## src/rtl/nibble_serial_subtractor.sv

```systemverilog
// Multi-cycle subtractor: diff = a - b - bin, one 4-bit nibble per clock, LSB nibble first.
// Each nibble uses a carry-select pair (borrow-in 0 and 1) picked by the registered borrow.
module nibble_serial_subtractor #(
   parameter int WIDTH = 16
) (
   input  logic             clk,
   input  logic             rst,
   input  logic             start,
   input  logic [WIDTH-1:0] a,
   input  logic [WIDTH-1:0] b,
   input  logic             bin,
   output logic             ready,
   output logic             busy,
   output logic             done,
   output logic [WIDTH-1:0] diff,
   output logic             bout,
   output logic             ovf
);

   localparam int N  = WIDTH / 4;
   localparam int CW = (N > 1) ? $clog2(N) : 1;

   typedef enum logic [1:0] {
      S_IDLE,
      S_RUN,
      S_DONE
   } state_t;

   state_t           state_q, state_d;
   logic [CW-1:0]    cnt_q, cnt_d;
   logic [WIDTH-1:0] a_q, a_d;
   logic [WIDTH-1:0] b_q, b_d;
   logic             brw_q, brw_d;
   logic [WIDTH-1:0] diff_q, diff_d;
   logic             bout_q, bout_d;
   logic             ovf_q, ovf_d;

   logic [3:0] nib_a, nib_b;
   logic [4:0] sub_b0, sub_b1, sub_sel;
   logic       last_step;

   // Nibble datapath: both borrow-in cases are formed, the registered borrow selects.
   always_comb begin
      nib_a = '0;
      nib_b = '0;
      for (int i = 0; i < N; i++) begin
         if (cnt_q == CW'(i)) begin
            nib_a = a_q[4*i +: 4];
            nib_b = b_q[4*i +: 4];
         end
      end
      sub_b0    = {1'b0, nib_a} - {1'b0, nib_b};
      sub_b1    = {1'b0, nib_a} - {1'b0, nib_b} - 5'd1;
      sub_sel   = brw_q ? sub_b1 : sub_b0;
      last_step = (cnt_q == CW'(N - 1));
   end

   // NOTE: every signal gets a default first so no path leaves it unassigned (no latches).
   always_comb begin
      state_d = state_q;
      cnt_d   = cnt_q;
      a_d     = a_q;
      b_d     = b_q;
      brw_d   = brw_q;
      diff_d  = diff_q;
      bout_d  = bout_q;
      ovf_d   = ovf_q;
      unique case (state_q)
         S_IDLE: begin
            if (start) begin
               a_d     = a;
               b_d     = b;
               brw_d   = bin;
               cnt_d   = '0;
               state_d = S_RUN;
            end
         end
         S_RUN: begin
            for (int i = 0; i < N; i++) begin
               if (cnt_q == CW'(i)) diff_d[4*i +: 4] = sub_sel[3:0];
            end
            brw_d = sub_sel[4];
            cnt_d = cnt_q + CW'(1);
            if (last_step) begin
               cnt_d   = '0;
               bout_d  = sub_sel[4];
               ovf_d   = (a_q[WIDTH-1] != b_q[WIDTH-1]) && (sub_sel[3] != a_q[WIDTH-1]);
               state_d = S_DONE;
            end
         end
         S_DONE: begin
            state_d = S_IDLE;
         end
         default: begin
            state_d = S_IDLE;
         end
      endcase
   end

   // NOTE: state registers use non-blocking assignments so all flops update together.
   always_ff @(posedge clk) begin
      if (rst) begin
         state_q <= S_IDLE;
         cnt_q   <= '0;
         a_q     <= '0;
         b_q     <= '0;
         brw_q   <= 1'b0;
         diff_q  <= '0;
         bout_q  <= 1'b0;
         ovf_q   <= 1'b0;
      end else begin
         state_q <= state_d;
         cnt_q   <= cnt_d;
         a_q     <= a_d;
         b_q     <= b_d;
         brw_q   <= brw_d;
         diff_q  <= diff_d;
         bout_q  <= bout_d;
         ovf_q   <= ovf_d;
      end
   end

   assign ready = (state_q == S_IDLE);
   assign busy  = (state_q == S_RUN);
   assign done  = (state_q == S_DONE);
   assign diff  = diff_q;
   assign bout  = bout_q;
   assign ovf   = ovf_q;

endmodule

```

## config.mk

```make
export PLATFORM = sky130hd
export DESIGN_NAME = nibble_serial_subtractor
export DESIGN_NICKNAME = d
export VERILOG_FILES = /design/src/rtl/nibble_serial_subtractor.sv
export SDC_FILE = /design/constraint.sdc
export NUM_CORES = 1
export LEC_CHECK = 0
export ABC_CLOCK_PERIOD_IN_PS = 4070
export BUFFER_PORTS_ARGS = -buffer_cell sky130_fd_sc_hd__buf_2
export CAP_MARGIN = 20
export CORE_MARGIN = 2
export CORE_UTILIZATION = 36
export CTS_BUF_LIST = sky130_fd_sc_hd__clkbuf_4 sky130_fd_sc_hd__clkbuf_8
export DETAILED_ROUTE_END_ITERATION = 10
export PLACE_DENSITY_LB_ADDON = 0.05
export RECOVER_POWER = 25
export SETUP_SLACK_MARGIN = 0.1
export SLEW_MARGIN = 20
export SYNTH_ARGS = -nofsm -noshare
export SYNTH_HDL_FRONTEND = slang
export SYNTH_SLANG_ARGS = --single-unit
```

## constraint.sdc

```tcl
create_clock -name clk -period 4.07 [get_ports clk]
set_input_delay 0.2035 -clock clk [delete_from_list [all_inputs] [get_ports clk]]
set_output_delay 0.2035 -clock clk [all_outputs]
set_load 0.02 [all_outputs]
```

==> summary.txt, run 1 <==
Outcome: finished clean
Share of final-layout standard cells stronger than drive strength 1: 0.145
Endpoint required time on the critical path: 4.31 ns
Ranking of synthesized cells by area: sky130_fd_sc_hd__dfxtp_1 (44%), sky130_fd_sc_hd__nand2_1 (12%), sky130_fd_sc_hd__a21oi_1 (11%)
Setup slack after placement: 0.613 ns
Final weighted congestion in routability-driven placement: 0.757
Slowest cell on the critical path: sky130_fd_sc_hd__ha_1
Worst Setup Path Type: register to register
Sequential Area: 0.00110 mm²
Antenna violations before repair: 0
Wire length per cell after detailed routing: 12.9 µm
Cell repeated most along the worst path: sky130_fd_sc_hd__a21oi_1
Via count: 2102
GR Util All Layers: 0.159
First-pass GRT wire length: 9.58 mm
Area share of the largest cell type after synthesis: 0.440
Largest area contributor in the synthesized netlist: sky130_fd_sc_hd__dfxtp_1
Net count after synthesis: 362
Slew at the pin closest to its max-slew limit: 1.02 ns
CP max FO: 17
Max Clock Skew: 0.0103 ns
Residual DRC: 0
Post-Route WL: 5.65 mm
Area Growth Syn to Fin: 15.6%
I/O pin count: 57
Number of detailed-route iterations in the first pass: 4
Setup Total Neg Slack: 0 ns
Input/output buffers: 56
Sw power: 0.338 mW
Number of hold-repair buffers added at the cts stage: 0
Pwr dens: 395 mW/mm²
Die Y: 87.4 µm
Sequential group share of total power: 0.514
Post-layout minimum cycle time: 3.43 ns
Horizontal die dimension: 87.4 µm
# setup viols final: 0
Ratio of final minimum period to clock period: 0.842
Leakage power figure: 1.11 nW
Cell variety after synth: 33
Class of the tightest hold or removal check: input pin to register
Crit path arrival time: 3.67 ns
Clock transition at the registers of the reported paths: 0.10 ns
Launching element type of the critical path: register
Area of the multi-input gates: 0.00130 mm²
Warning count from the yosys run: 0
Number of gates resized after CTS: 0
Largest stage delay, worst path: 0.45 ns
Post-Synthesis Cell Area: 0.00250 mm²
Number of pins exceeding their max-slew limit in the final report: 0
Achievable clock frequency: 292 MHz
Clock H-tree levels: 2
TritonCTS Sinks: 55
Clk pwr share: 0.273
Pin count of the biggest net entering global routing: 56
Post-route ant nets: 0
Clock network latency to the later pin of the worst-skew pair: 0.30 ns
Setup ws final: 0.641 ns
Via count normalized by instance count: 4.79
Initial Utilization: 0.371
Fillers: 752
TritonCTS clock tree: done
Unrepaired setup endpoints after global routing: no
Internal Pwr Total: 0.805 mW
Residual overflow from global routing: 0
Avg Synthesized Cell Area: 7.93 µm²
Row Count: 30
Most common cell after layout, fill and taps aside: sky130_fd_sc_hd__nand2_1
Net switching fraction of the power: 0.296
Placed wire-length estimate: 4.08 mm
Setup Fix Bufs, Post-CTS: 0
Number of global-route vias before repair: 1984
Antenna Diode Count: 0
Sequential share of the synthesized area: 0.440
Post-layout net count: 404
Number of instances in the synthesized netlist: 316
Max Cap Viol: 0
Number of DRC violations after detailed-routing iteration 0: 73
CORE AREA: 0.00676 mm²
Overall die area: 0.00764 mm²
Clk Tree Root Cell: sky130_fd_sc_hd__clkbuf_8
Combinational cell fraction of total power: 0.213
Post-synthesis sequential element count: 55
Worst voltage drop across the vdd grid: 0.180 mV
Critical path endpoint category: register
Commonest non-fill, non-tap cells in the layout: sky130_fd_sc_hd__nand2_1 (80), sky130_fd_sc_hd__a21oi_1 (56), sky130_fd_sc_hd__dfxtp_1 (55)
Final hold violation count: 0
Worst hold-check slack: 0.123 ns
Number of buffers between clock root and the deepest sink: 2
Number of buffers added by the clock tree synthesis step: 5
Cells along the critical path: ha_1 -> nand3b_1 -> a21oi_1 -> a21oi_1 -> nor2_1 -> a21oi_1 -> ha_1 -> inv_1 -> fa_1 -> xor2_1 -> nor3_1 -> xnor3_2 -> or3b_1 -> a31oi_1
Remaining max-slew budget at the tightest pin: 0.319
[synthesized netlist by cell type, drive strengths merged]
cell type  count
nand2         80
a21oi         57
dfxtp         55
nor2          26
clkbuf        19
ha             9
nand3b         9
a211oi         8
mux2i          8
o21ai          7
inv            5
and2           4
buf            4
nor2b          4
nand2b         3
a31oi          2
xnor2          2
xor2           2
a21o           1
a311oi         1
fa             1
mux2           1
nor3           1
o21bai         1
o22a           1
o31ai          1
or3            1
or3b           1
or4            1
xnor3          1
[layer usage]
metal,vias up,track usage,part of all wire
met2,46,0.231,0.41
li1,1135,-,-
met1,919,0.236,0.54
met5,-,0,0
met3,2,0.0322,0.047
met4,0,0.0462,0.0058
[cell families after synthesis]
kind of cell / share of synthesized area
simple gates: 0.227
xor+xnor: 0.0235
compound gates: 0.177
mux: 0.0365
fa+ha+maj: 0.0529
buf+inv: 0.0430
flops: 0.440
[worst paths after layout]
path	from	end	slack, ns	cells after the start
worst max-delay path	cnt_q[0]$_SDFFE_PP0P_	ovf$_SDFFE_PP0P_	0.64	14
worst min-delay path	a[2]	a_q[2]$_SDFFE_PP0P_	0.12	3
worst max register to register	cnt_q[0]$_SDFFE_PP0P_	ovf$_SDFFE_PP0P_	0.64	14
worst min register to register	a_q[6]$_SDFFE_PP0P_	a_q[6]$_SDFFE_PP0P_	0.47	2
[flip-flops by register name, indices dropped and copies added, names as in the netlist]
signal	cells
bout	1
ovf	1
state_q	2
cnt_q	2
brw_q	1
a_q	16
b_q	16
diff	16
[worst max-delay path: cells and delay by family, from the launching register on]
kind	cells	cell delay, ns
xor gates and xnor gates	2	0.57
and+or+nand+nor	4	0.81
DFF	1	0.41
buffers and inverters	1	0.06
adders and majority gates	3	1.02
AOI/OAI and AO/OA	4	0.51
[layout make-up]
type | count | share of cell area
clock buffer | 6 | 0.0285
multi-input combinational | 233 | 0.448
sequential | 55 | 0.380
tap | 80 | 0.0346
clock inverter | 2 | 0.00562
inverter | 5 | 0.00648
timing repair buffer | 58 | 0.0963
[per-stage QoR]
| stage | utilization | instance area, µm² | cells | total power, mW |
|---|---|---|---|---|
| after detailed placement | 0.415 | 2810 | 430 | 0.845 |
| after global placement | 0.415 | 2810 | 430 | 0.844 |
| final | 0.429 | 2900 | 439 | 1.14 |
| after CTS | 0.430 | 2910 | 438 | 1.16 |
| after floorplan | - | 2500 | 316 | 0.775 |
| after global routing | 0.429 | 2900 | 439 | 1.21 |
[power groups by stage]
stage	combinational (mW)	sequential (mW)	clock, mW
final	0.244	0.587	0.312
after global routing	0.275	0.591	0.345
after CTS	0.247	0.587	0.328
after detailed placement	0.246	0.600	0
after global placement	0.243	0.600	0
after floorplan	0.174	0.601	0
(Power assumes the default switching activity.)
==> run 2, diff against run 1 <==
ABC_CLOCK_PERIOD_IN_PS = 3100   (was 4070)
clock period = 3.1 ns   (was 4.07 ns; I/O delays follow)
==> summary.txt, run 2 (same netlist as run 1, synthesis figures left out) <==
Number of global-route vias before repair: 2059 (+3.8%)
Worst voltage drop across the vdd grid: 0.266 mV (+47%)
Setup ws final: 0.160 ns (-0.482 ns)
Placed wire-length estimate: 4.39 mm (+7.5%)
Sequential group share of total power: 0.464 (-0.050)
Input/output buffers: 56 (unchanged)
Pin count of the biggest net entering global routing: 34 (-39%)
# setup viols final: 0 (unchanged)
Worst hold-check slack: 0.0750 ns (-0.0478 ns)
Achievable clock frequency: 340 MHz (+17%)
Pwr dens: 524 mW/mm² (+33%)
Post-layout minimum cycle time: 2.94 ns (-0.488 ns)
First-pass GRT wire length: 9.76 mm (+1.8%)
I/O pin count: 57 (unchanged)
Combinational cell fraction of total power: 0.249 (+0.036)
Overall die area: 0.00764 mm² (unchanged)
Post-route ant nets: 0 (unchanged)
Crit path max-delay family: simple AND/OR/NAND/NOR gates
Class of the tightest hold or removal check: input pin to register
Initial Utilization: 0.371 (unchanged)
Endpoint required time on the critical path: 3.32 ns (-0.99 ns)
Sw power: 0.485 mW (+43%)
Clock H-tree levels: 2 (unchanged)
Commonest non-fill, non-tap cells in the layout: sky130_fd_sc_hd__nand2_1 (79), sky130_fd_sc_hd__dfxtp_1 (53), sky130_fd_sc_hd__a21oi_1 (52)
Launching element type of the critical path: register
Max Clock Skew: 0.00783 ns (-0.00249 ns)
Antenna violations before repair: 0 (unchanged)
Number of buffers between clock root and the deepest sink: 2 (unchanged)
Design Power: 1.66 mW (+46%)
Most common cell after layout, fill and taps aside: sky130_fd_sc_hd__nand2_1
Setup slack after placement: -0.127 ns (-0.739 ns)
Number of pins exceeding their max-slew limit in the final report: 0 (unchanged)
Number of DRC violations after detailed-routing iteration 0: 57 (-22%)
Leakage power figure: 1.22 nW (+9.8%)
Final weighted congestion in routability-driven placement: 0.826 (+9.2%)
Via count: 2212 (+5.2%)
Clock transition at the registers of the reported paths: 0.10 ns (about the same)
Residual overflow from global routing: 0 (unchanged)
Final hold violation count: 0 (unchanged)
Horizontal die dimension: 87.4 µm (unchanged)
Outcome: finished clean
Clock network latency to the later pin of the worst-skew pair: 0.30 ns (about the same)
Ratio of final minimum period to clock period: 0.949 (+0.106)
Share of final-layout standard cells stronger than drive strength 1: 0.254 (+0.109)
Worst Setup Path Type: register to register
Clk Tree Root Cell: sky130_fd_sc_hd__clkbuf_8
Cells along the critical path: inv_4 -> ha_4 -> buf_6 -> buf_6 -> nand3b_1 -> a21oi_2 -> a21oi_2 -> o21ai_2 -> ha_4 -> nor2_2 -> a21oi_4 -> xor2_2 -> or4_4 -> a311oi_2
Die Y: 87.4 µm (unchanged)
Post-Route WL: 6.12 mm (+8.4%)
Crit path arrival time: 3.16 ns (-0.51 ns)
Number of detailed-route iterations in the first pass: 4 (unchanged)
Antenna Diode Count: 0 (unchanged)
Slowest cell on the critical path: sky130_fd_sc_hd__or4_4
Clk pwr share: 0.287 (+0.014)
Area Growth Syn to Fin: 26.8%
TritonCTS clock tree: done
Wire length per cell after detailed routing: 13.5 µm (+4.8%)
Number of hold-repair buffers added at the cts stage: 0 (unchanged)
CP max FO: 6 (-11)
Residual DRC: 0 (unchanged)
Slew at the pin closest to its max-slew limit: 0.643 ns (-0.379 ns)
TritonCTS Sinks: 55 (unchanged)
Crit path buf inv count: 3 (+2)
Max Cap Viol: 0 (unchanged)
Net switching fraction of the power: 0.291 (-0.00452)
Via count normalized by instance count: 4.87 (+1.8%)
Largest stage delay, worst path: 0.53 ns (+0.08 ns)
Row Count: 30 (unchanged)
Critical path endpoint category: register
Number of buffers added by the clock tree synthesis step: 5 (unchanged)
Post-layout net count: 419 (+3.7%)
Internal Pwr Total: 1.18 mW (+47%)
Remaining max-slew budget at the tightest pin: 0.571 (+0.252)
GR Util All Layers: 0.162 (+0.00275)
CORE AREA: 0.00676 mm² (unchanged)
Unrepaired setup endpoints after global routing: yes
[run 2: cell count changes in the layout (fill, tap and decap cells not counted), sizes merged]
cell / previous run / this run
buf: 39 / 55
clkbuf: 25 / 23
bufinv: 0 / 1
clkinv: 1 / 2
clkinvlp: 1 / 0
[run 2: area by class of cell]
class,instances,area [µm²]
clock buffer,5,68.8
clock inverter,3,43.8
fill,729,3580
inverter,5,23.8
multi-input combinational,233,1440
sequential,55,1110
tap,80,100
timing repair buffer,73,397
[run 2: worst reg2reg max path: cells and delay by family (launching register included)]
kind | cells | cell delay (ns)
compound gates | 5 | 0.74
xor+xnor | 1 | 0.19
fa+ha+maj | 2 | 0.41
buf+inv | 3 | 0.30
flops | 1 | 0.36
simple gates | 3 | 0.87
[run 2: per-layer routing]
metal | GRT usage | share of wire
met5 | 0 | 0
met1 | 0.239 | 0.51
met3 | 0.0417 | 0.055
met2 | 0.235 | 0.43
met4 | 0.0378 | 0.0072
[run 2: final timing paths]
kind / from / end / slack, ns / cells after the start
worst max register to register: cnt_q[1]$_SDFFE_PP0P_ / bout$_SDFFE_PP0P_ / 0.16 / 14
worst min register to register: b_q[6]$_SDFFE_PP0P_ / b_q[6]$_SDFFE_PP0P_ / 0.46 / 2
worst min-delay path: a[14] / a_q[14]$_SDFFE_PP0P_ / 0.07 / 3
worst max-delay path: cnt_q[1]$_SDFFE_PP0P_ / bout$_SDFFE_PP0P_ / 0.16 / 14
[run 2: per-stage QoR]
step	TNS [ns]	std cells	util	instance area (µm²)
floorplan	0	316	-	2530
global placement	-0.0566	443	0.431	2920
detailed placement	-0.234	443	0.431	2920
CTS	0	451	0.456	3080
global route	-0.0571	454	0.470	3180
finish	0	454	0.470	3180
[run 2: power groups by stage]
stage	logic, mW	registers [mW]	clock network (mW)
4_1_cts	0.382	0.772	0.492
3_5_place_dp	0.368	0.787	0
2_1_floorplan	0.233	0.789	0
3_3_place_gp	0.366	0.787	0
5_1_grt	0.464	0.779	0.516
6_report	0.415	0.772	0.477
[run 2: repair_timing]
action                     CTS  global route
pin swaps                    2            11
buffers inserted             0             3
gates cloned                 0             0
setup endpoints to repair   15            11
resized for setup           14            25
